<file path="src/rtl/la_pkg.sv">
// Shared definitions for the decoder arbiter: source indices, protocol ids,
// FSM encodings and the FIFO word layout.
package la_pkg;

    localparam int unsigned NUM_SRC    = 3;
    localparam int unsigned BYTE_W     = 8;
    localparam int unsigned IDX_W      = 2;
    localparam int unsigned PROTO_W    = 2;
    localparam int unsigned DROP_W     = 8;
    localparam int unsigned FIFO_W     = PROTO_W + BYTE_W;

    localparam logic [IDX_W-1:0] SRC_UART = 2'd0;
    localparam logic [IDX_W-1:0] SRC_SPI  = 2'd1;
    localparam logic [IDX_W-1:0] SRC_I2C  = 2'd2;

    localparam logic [PROTO_W-1:0] PROTO_ID_SPI  = 2'b00;
    localparam logic [PROTO_W-1:0] PROTO_ID_I2C  = 2'b01;
    localparam logic [PROTO_W-1:0] PROTO_ID_UART = 2'b10;

    // Pointer value that makes the round-robin search start at uart.
    localparam logic [IDX_W-1:0] PTR_RESET = SRC_I2C;

    typedef enum logic [1:0] {
        ST_IDLE  = 2'd0,
        ST_RUN   = 2'd1,
        ST_DRAIN = 2'd2
    } state_e;

    typedef struct packed {
        logic [PROTO_W-1:0] proto_id;
        logic [BYTE_W-1:0]  data;
    } fifo_word_t;

    function automatic logic [PROTO_W-1:0] proto_of(input logic [IDX_W-1:0] src);
        logic [PROTO_W-1:0] id;
        case (src)
            SRC_UART: id = PROTO_ID_UART;
            SRC_SPI:  id = PROTO_ID_SPI;
            SRC_I2C:  id = PROTO_ID_I2C;
            default:  id = PROTO_ID_SPI;
        endcase
        return id;
    endfunction

endpackage

</file>
<file path="src/rtl/la_rr_pick.sv">
// Combinational picker: first pending source after ptr, searching
// ptr+1, ptr+2, ptr+3 modulo NUM_SRC.
module la_rr_pick
    import la_pkg::*;
(
    input  logic [NUM_SRC-1:0] pend,
    input  logic [IDX_W-1:0]   ptr,
    output logic [IDX_W-1:0]   winner,
    output logic               any
);

    logic [IDX_W-1:0] idx;

    always_comb begin : pick_comb
        winner = '0;
        any    = 1'b0;
        idx    = '0;
        for (int k = 1; k <= int'(NUM_SRC); k++) begin
            idx = IDX_W'((32'(ptr) + 32'(k)) % 32'(NUM_SRC));
            if (!any && pend[idx]) begin
                winner = idx;
                any    = 1'b1;
            end
        end
    end

endmodule

</file>
<file path="src/rtl/decoder_arbiter.sv">
// Captures bytes from uart/spi/i2c into per-source holding slots and
// arbitrates them into a capture FIFO. Define DECODER_ARBITER_RR_EN for
// round-robin arbitration; otherwise fixed priority uart > spi > i2c.
module decoder_arbiter
    import la_pkg::*;
(
    input  logic                       clk,
    input  logic                       rst,
    input  logic                       arm,
    input  logic                       stop,
    input  logic [NUM_SRC-1:0]         req_valid,
    input  logic [NUM_SRC*BYTE_W-1:0]  req_data,
    input  logic [NUM_SRC-1:0]         en_mask,
    input  logic                       fifo_full,
    output logic                       fifo_wr_en,
    output logic [FIFO_W-1:0]          fifo_wr_data,
    output logic [NUM_SRC-1:0]         pend,
    output logic [DROP_W-1:0]          drop_cnt,
    output logic [1:0]                 state
);

    state_e               state_q, state_d;
    logic [NUM_SRC-1:0]   pend_q, pend_d;
    logic [BYTE_W-1:0]    slot_q [NUM_SRC];
    logic [DROP_W-1:0]    drop_cnt_q, drop_cnt_d;
    logic                 wr_en_q;
    fifo_word_t           wr_word_q, wr_word_d;
    logic [IDX_W-1:0]     ptr_q;

    logic [IDX_W-1:0]     pick_idx;
    logic                 pick_any;
    logic                 grant_any;
    logic [NUM_SRC-1:0]   grant_vec;
    logic [NUM_SRC-1:0]   qual_vec;
    logic [NUM_SRC-1:0]   drop_vec;
    logic [NUM_SRC-1:0]   load_vec;
    logic [1:0]           drop_num;
    logic [DROP_W:0]      drop_ext;

    la_rr_pick u_pick (
        .pend   (pend_q),
        .ptr    (ptr_q),
        .winner (pick_idx),
        .any    (pick_any)
    );

`ifdef DECODER_ARBITER_RR_EN
    // Pointer follows the last winner so it gets lowest priority next time.
    always_ff @(posedge clk) begin
        if (rst) begin
            ptr_q <= PTR_RESET;
        end else if (grant_any) begin
            ptr_q <= pick_idx;
        end
    end
`else
    assign ptr_q = PTR_RESET;
`endif

    always_comb begin : grant_comb
        grant_any = 1'b0;
        grant_vec = '0;
        if (((state_q == ST_RUN) || (state_q == ST_DRAIN)) && !fifo_full && pick_any) begin
            grant_any = 1'b1;
            grant_vec = NUM_SRC'(3'b001 << pick_idx);
        end
        wr_word_d.proto_id = proto_of(pick_idx);
        wr_word_d.data     = slot_q[pick_idx];
    end

    // A busy slot that is not being emptied this edge drops the new byte.
    always_comb begin : capture_comb
        qual_vec = '0;
        if (state_q == ST_RUN) begin
            qual_vec = req_valid & en_mask;
        end
        drop_vec = qual_vec & pend_q & ~grant_vec;
        load_vec = qual_vec & ~drop_vec;
        pend_d   = (pend_q & ~grant_vec) | load_vec;
    end

    always_comb begin : drop_comb
        drop_num = '0;
        for (int i = 0; i < int'(NUM_SRC); i++) begin
            drop_num = drop_num + 2'(drop_vec[i]);
        end
        drop_ext   = (DROP_W+1)'(drop_cnt_q) + (DROP_W+1)'(drop_num);
        drop_cnt_d = drop_ext[DROP_W] ? {DROP_W{1'b1}} : drop_ext[DROP_W-1:0];
    end

    always_ff @(posedge clk) begin : state_reg
        if (rst) begin
            state_q <= ST_IDLE;
        end else begin
            state_q <= state_d;
        end
    end

    always_comb begin : next_state_comb
        state_d = state_q;
        case (state_q)
            ST_IDLE:  if (arm)  state_d = ST_RUN;
            ST_RUN:   if (stop) state_d = ST_DRAIN;
            ST_DRAIN: if ((pend_q == '0) && !grant_any) state_d = ST_IDLE;
            default:  state_d = ST_IDLE;
        endcase
    end

    always_ff @(posedge clk) begin : datapath_reg
        if (rst) begin
            pend_q     <= '0;
            drop_cnt_q <= '0;
            wr_en_q    <= 1'b0;
            wr_word_q  <= '0;
            for (int i = 0; i < int'(NUM_SRC); i++) begin
                slot_q[i] <= '0;
            end
        end else begin
            pend_q     <= pend_d;
            drop_cnt_q <= drop_cnt_d;
            wr_en_q    <= grant_any;
            if (grant_any) begin
                wr_word_q <= wr_word_d;
            end
            for (int i = 0; i < int'(NUM_SRC); i++) begin
                if (load_vec[i]) begin
                    slot_q[i] <= req_data[i*BYTE_W +: BYTE_W];
                end
            end
        end
    end

    assign fifo_wr_en   = wr_en_q;
    assign fifo_wr_data = wr_word_q;
    assign pend         = pend_q;
    assign drop_cnt     = drop_cnt_q;
    assign state        = state_q;

endmodule

</file>
<file path="config.mk">
export PLATFORM = sky130hd
export DESIGN_NAME = decoder_arbiter
export DESIGN_NICKNAME = d
export VERILOG_FILES = /design/src/rtl/la_pkg.sv /design/src/rtl/la_rr_pick.sv /design/src/rtl/decoder_arbiter.sv
export SDC_FILE = /design/constraint.sdc
export NUM_CORES = 1
export LEC_CHECK = 0
export ABC_AREA = 1
export BUFFER_PORTS_ARGS = -buffer_cell sky130_fd_sc_hd__buf_2
export CELL_PAD_IN_SITES_DETAIL_PLACEMENT = 1
export CELL_PAD_IN_SITES_GLOBAL_PLACEMENT = 2
export CORE_AREA = 5 5 88 98
export DETAILED_ROUTE_END_ITERATION = 12
export DIE_AREA = 0 0 93 103
export PLACE_DENSITY = 0.83
export RECOVER_POWER = 100
export SLEW_MARGIN = 25
export SYNTH_ARGS = -nofsm -noshare
export SYNTH_HDL_FRONTEND = slang
export SYNTH_SLANG_ARGS = --single-unit
</file>
<file path="constraint.sdc">
create_clock -name clk -period 6.5 [get_ports clk]
set_input_delay 0.65 -clock clk [delete_from_list [all_inputs] [get_ports clk]]
set_output_delay 0.65 -clock clk [all_outputs]
set_load 0.02 [all_outputs]
</file>
**Yosys cells after proc, flatten, opt, wreduce, memory -nomap -nowiden**

Memory sizes are Yosys's and may differ from the RTL's. A register that Yosys moved wholly into a read port is not among the register bits.
Cells that the tools add are included.

- Flip-flop bits (word level): 16
- Bits in latches: 0
- Bits in writable memories: 24
- Memory bits (read-only): 0
- Bits of input ports: 35
- Output and inout bits: 24
- Word-level logic and storage cells: 69
- Memories: 1

- Add/subtract/negate cells: 3
- Multiply operators: 0
- Divide/modulo/power cells: 0
- Magnitude comparators: 0
- Equality and inequality tests: 6
- Shifts and indexed selects: 1
- Multiplexer cells: 28
- Bitwise gates (word level): 11
- Reduce and logical (&&, ||, !) cells: 14

Memory list:

| memory | words | bits a word | rd ports | clocked after memory_dff | write ports | RTL line | text |
|---|---|---|---|---|---|---|---|
| slot_q | 3 | 8 | 1 | 1 | 3 | decoder_arbiter.sv:24 | `logic [BYTE_W-1:0] slot_q [NUM_SRC];` |

Operators by type and width:

| cell | count |
|---|---|
| 2-to-1 mux 8 bit | 4 |
| 2-to-1 mux 1 bit | 16 |
| bitwise AND 3 bit | 5 |
| adder 8 x 2 -> 9 bit | 1 |
| 2-to-1 mux 2 bit | 4 |
| 2-to-1 mux 3 bit | 2 |
| inverter 3 bit | 2 |
| case mux 2 bit (3 select lines) | 1 |
| logical AND 1 bit | 5 |
| equality test 2 bit, second input constant | 2 |
| logical NOT 1 bit | 4 |
| logical NOT 2 bit | 2 |
| != test 2 bit, second input constant | 2 |
| case mux 2 bit (2 select lines) | 1 |
| logical NOT 3 bit | 1 |
| bitwise OR 1 bit | 3 |
| bitwise OR 3 bit | 1 |
| AND reduction 3 bit | 1 |
| left shift 1 x 2 -> 3 bit, first input constant | 1 |
| adder 1 x 1 -> 2 bit | 1 |
| adder 2 x 1 -> 2 bit | 1 |
| equality test 2 x 1 -> 1 bit, second input constant | 1 |
| != test 2 x 1 -> 1 bit, second input constant | 1 |
| logical OR 1 bit | 1 |

**Logic depth before layout (Yosys ltp)**

- Depth in word-level cells: 17
- Gate-level depth with buffers: 16
- Depth with buffers taken out: 16

**Hierarchy**

Synthesis repeated with hierarchy kept, for this count alone.

- Cell total of the unflattened synthesis: 292
- Area, all modules: 2626.3 sq um

By module, submodules not included:

| module | times used | cells each | area an instance (sq um) | seq. area each (sq um) |
|---|---|---|---|---|
| decoder_arbiter | 1 | 250 | 2412.3 | 1201.2 |
| la_rr_pick | 1 | 42 | 214.0 | 0.0 |

**Least setup slack after synthesis**

No wires, ideal clock.

- Path kind: register to register
- From: register state_q[0], in the netlist state[0]
- To: register drop_cnt_q[5], in the netlist drop_cnt[5]
- Setup time: 0.110 ns
- Arrival time: 2.880 ns
- Data required time: 6.390 ns
- Slack: 3.510 ns
- Stages on the path, launching flop included: 17
- Path buffers: 0
- Clock period less this slack: 2.990 ns
- Cells stage by stage: dfxtp_1 -> inv_1 -> ha_1 -> nand2_1 -> inv_1 -> nand2_1 -> nand3_1 -> fa_1 -> inv_1 -> ha_1 -> fa_1 -> nand2_1 -> inv_1 -> nand4_1 -> nand3_1 -> nand2_1 -> inv_1

- Word-level cells in the longest chain between the ends: 11
- Elaborated cells on any way between the ends: 14
- Classes of those cells: 3 x add/sub; 2 x eq/ne; 3 x mux; 3 x bitwise; 3 x reduce/logical

RTL lines:

| element | RTL line | text |
|---|---|---|
| start, declared | decoder_arbiter.sv:22 | `state_e state_q, state_d;` |
| start signal, assigned | decoder_arbiter.sv:95 | `state_q <= state_d;` |
| equality test 2 x 1 -> 1 bit / equality test 2 bit (equally long branches) | decoder_arbiter.sv:63, decoder_arbiter.sv:74 |  |
| logical OR 1 bit | decoder_arbiter.sv:63 | `if (((state_q == ST_RUN) \|\| (state_q == ST_DRAIN)) && !fifo_full && pick_any) begin` |
| logical AND 1 bit (2 in series) | decoder_arbiter.sv:63 |  |
| 2-to-1 mux 3 bit | decoder_arbiter.sv:63 |  |
| inverter 3 bit | decoder_arbiter.sv:77 | `drop_vec = qual_vec & pend_q & ~grant_vec;` |
| bitwise AND 3 bit * | decoder_arbiter.sv:77 |  |
| adder 1 x 1 -> 2 bit | decoder_arbiter.sv:85 | `drop_num = drop_num + 2'(drop_vec[i]);` |
| adder 2 x 1 -> 2 bit * | decoder_arbiter.sv:85 |  |
| adder 8 x 2 -> 9 bit * | decoder_arbiter.sv:87 | `drop_ext = (DROP_W+1)'(drop_cnt_q) + (DROP_W+1)'(drop_num);` |
| 2-to-1 mux 8 bit * | decoder_arbiter.sv:88 | `drop_cnt_d = drop_ext[DROP_W] ? {DROP_W{1'b1}} : drop_ext[DROP_W-1:0];` |
| end signal, assigned | decoder_arbiter.sv:120 | `drop_cnt_q <= drop_cnt_d;` |
| end, declared | decoder_arbiter.sv:25 | `logic [DROP_W-1:0] drop_cnt_q, drop_cnt_d;` |

Mark *: on every way between the ends. The rest lies on a longest branch, timed or not.
A chain may end at the register's enable or synchronous reset.

==> impl_metrics.env <==
export IMPL_grt_max_degree=25
export IMPL_pin_count=59
export IMPL_p_per_area_nw_per_um2=283
export IMPL_die_area_um2=9580
export IMPL_synth_xor_area_share_pct=0.751
export IMPL_row_count=34
export IMPL_crit_top_cell="nor2_1"
export IMPL_largest_reg_flops=24
export IMPL_gp_congestion=0.784
export IMPL_worst_pin_slew_ps=1800
export IMPL_synthAdderAreaFrac_pct=4.94
export IMPL_holdWs_ps=478
export IMPL_cts_hold_buf=0
export IMPL_grt_util_all_layers_pct=12.2
export IMPL_grt_overflow_total=0
export IMPL_synth_edf_count=24
export IMPL_fin_area_um2=2750
export IMPL_status="finished with violations"
export IMPL_slowest_delay_ps=1330
export IMPL_violations="capacitance limit, slew limit"
export IMPL_leakage_nw=1.32
export IMPL_max_vdd_ir_drop_v=0.0000987
export IMPL_syn_area_per_cell_um2=8.24
export IMPL_intPower_w=0.000527
export IMPL_maxSlewViolCount=25
export IMPL_synth_cell_type_count=26
export IMPL_num_vias=1862
export IMPL_muxShareOfSynthArea_pct=0
export IMPL_synth_seq_cells=48
export IMPL_yosys_warnings=0
export IMPL_combPwrFrac_pct=22.5
export IMPL_finalHoldViolations=0
export IMPL_antenna_left=0
export IMPL_cp_max_fo=24
export IMPL_grt_setup_unrepaired="false"
export IMPL_synthToLayoutAreaGrowth_pct=17.8
export IMPL_dieWidth_um=93
export IMPL_max_freq_mhz=275
export IMPL_syn_inst=283
export IMPL_hold_class="flop to flop"
export IMPL_cts_buffers=5
export IMPL_p_switching_w=0.000250
export IMPL_synth_top_family_by_area="simple AND/OR/NAND/NOR gates"
export IMPL_antennaDiodeCount=0
export IMPL_pwr_share_clk_pct=28.9
export IMPL_grt_pass1_wl_um=9340
export IMPL_syn_area_um2=2330
export IMPL_io_buffers=58
export IMPL_fin_skew_ps=3.87
export IMPL_cts_max_level=2
export IMPL_slowest_stage="nor2_1"
export IMPL_nets=383
export IMPL_via_per_inst=4.32
export IMPL_cts_sinks=48
export IMPL_ff2ff_path_depth=16
export IMPL_wl_per_cell_um=12.7
export IMPL_synth_compound_area_share_pct=6.01
export IMPL_p_seq_share_pct=48.6
export IMPL_worstReg2RegEnd="drop_cnt[5]$_SDFF_PP0_"
export IMPL_cts_tree="built"
export IMPL_cp_arrival_ps=3630
export IMPL_crit_path_start="rst"
export IMPL_clkSlewWorstSetupHoldPaths_ps=90
export IMPL_cp_end_kind="flop"
export IMPL_cp_data_required_time_ps=6490
export IMPL_drt_iter0_markers=65
export IMPL_cp_start_kind="input pin"
export IMPL_fin_cells=431
export IMPL_core_area_um2=7660
export IMPL_drive_above_1_share_pct=16.7
export IMPL_crit_chain="clkbuf_1, inv_1, nand3_1, nand2_2, nor2_1, nor2_1"
export IMPL_grt_pass1_vias=1992
export IMPL_hold_depth=2
export IMPL_initial_core_util_pct=30.5
export IMPL_yosysSeqAreaShare_pct=51.5
export IMPL_endpoint="slot_q[1][6]$_SDFFCE_PP0P_"
export IMPL_cts_buffer_depth=2
export IMPL_synth_ff_type="edfxtp_1"
export IMPL_timing_rr_start="state[0]$_SDFFE_PP0P_"
export IMPL_setup_violations=0
export IMPL_setup_tns_ps=0
export IMPL_syn_num_nets=326
export IMPL_swShare_pct=32.1
export IMPL_dp_cells=423
export IMPL_clk_latency_ps=310
export IMPL_period_needed_ps=3630
export IMPL_die_h_um=103
export IMPL_grt_antenna_before_repair=0
export IMPL_relSlewSlack_pct=-20.5
export IMPL_drc=0
export IMPL_period_share_pct=55.9
export IMPL_cts_root_buffer="clkbuf_8"
export IMPL_dr_pass1_iters=4
export IMPL_place_worst_setup_slack_ps=3340
export IMPL_regMostFlops="slot_q"
export IMPL_yosys_area_share_simple_pct=24.9
export IMPL_cts_resized=0
export IMPL_drt_total_wl_um=5470
export IMPL_crit_type="input pin to flop"
export IMPL_place_area_um2=2680
export IMPL_hpwl_um=4340
export IMPL_synthArstFlopShare_pct=0
export IMPL_r2r_setup_slack_ps=3370
export IMPL_maxCapViolCount=1
export IMPL_fin_ws_ps=2870
export IMPL_post_cts_setup_buffer_count=0
synthesized netlist by cell type, types with 2 or more instances:
| cell type | number | area [um^2] |
|---|---|---|
| a21oi_1 | 12 | 60.1 |
| buf_2 | 3 | 15.0 |
| buf_6 | 2 | 22.5 |
| dfxtp_1 | 24 | 480 |
| edfxtp_1 | 24 | 721 |
| fa_1 | 2 | 40.0 |
| ha_1 | 6 | 75.1 |
| inv_1 | 57 | 214 |
| nand2_1 | 50 | 188 |
| nand2_2 | 2 | 12.5 |
| nand3_1 | 22 | 110 |
| nand3_2 | 2 | 20.0 |
| nor2_1 | 41 | 154 |
| nor2_2 | 11 | 68.8 |
| nor3_1 | 2 | 10.0 |
| o21ai_0 | 12 | 60.1 |
| xnor2_1 | 2 | 17.5 |
critical path, delay by kind of cell:
| family | cells | cell delay (ps) |
|---|---|---|
| simple gates | 4 | 1790 |
| buf+inv | 2 | 1160 |
cell families after synthesis:
kind of cell,Yosys count
compound gates,27
buf+inv,66
fa+ha+maj,8
flops,48
simple gates,132
xor+xnor,2
metal layers:
metal  vias up  global-route usage [%]  part of all wire (%)
met5         -                       0                     0
met4         0                    3.72                   1.2
met3         5                    2.99                   4.2
met2        33                    20.7                    48
met1       841                    15.6                    47
li1        983                       -                     -
worst min-delay path by stage:
stage                                            start                      endpoint  slack [ps]
after global routing      fifo_wr_data[9]$_SDFFE_PP0N_  fifo_wr_data[9]$_SDFFE_PP0N_         500
after floorplan             slot_q[1][2]$_SDFFCE_PP0P_  fifo_wr_data[2]$_SDFFE_PP0N_         490
after global placement    fifo_wr_data[9]$_SDFFE_PP0N_  fifo_wr_data[9]$_SDFFE_PP0N_         450
final                     fifo_wr_data[9]$_SDFFE_PP0N_  fifo_wr_data[9]$_SDFFE_PP0N_         480
after CTS                 fifo_wr_data[9]$_SDFFE_PP0N_  fifo_wr_data[9]$_SDFFE_PP0N_         480
after detailed placement  fifo_wr_data[9]$_SDFFE_PP0N_  fifo_wr_data[9]$_SDFFE_PP0N_         470
final cells by class:
type | count | area [um^2]
fill | 981 | 4910
sequential | 48 | 1200
multi-input combinational | 169 | 842
timing repair buffer | 58 | 259
inverter | 58 | 218
tap | 90 | 113
clock buffer | 5 | 68.8
clock inverter | 3 | 46.3
metrics by stage:
stage | utilization [%] | power [W]
5_1_grt | 35.9 | 0.000827
3_5_place_dp | 34.9 | 0.000570
3_3_place_gp | 34.9 | 0.000565
6_report | 35.9 | 0.000777
2_1_floorplan | - | 0.000515
4_1_cts | 36.4 | 0.000794
power by group through the flow:
stage / combinational [W] / sequential (W) / clock [W]
final: 0.000175 / 0.000378 / 0.000225
after global routing: 0.000202 / 0.000383 / 0.000242
after CTS: 0.000186 / 0.000378 / 0.000230
after detailed placement: 0.000185 / 0.000385 / 0
after global placement: 0.000182 / 0.000384 / 0
after floorplan: 0.000120 / 0.000396 / 0
cells in the final DEF, fill, tap and decap left out:
master / count
o21ai_0: 13
nor2_2: 11
inv_1: 57
a31oi_1: 1
xnor2_1: 2
dfxtp_1: 24
inv_6: 1
ha_1: 6
buf_2: 33
nor3_1: 2
nand4_1: 1
a21oi_1: 12
nand2_2: 2
nand3_2: 2
inv_2: 1
edfxtp_1: 24
clkinvlp_4: 1
clkbuf_8: 5
nor2_1: 42
nand3_1: 22
bufinv_16: 1
fa_1: 2
nand2_1: 50
clkbuf_1: 25
o21ai_1: 1
Power figures use the tool's default switching activity.
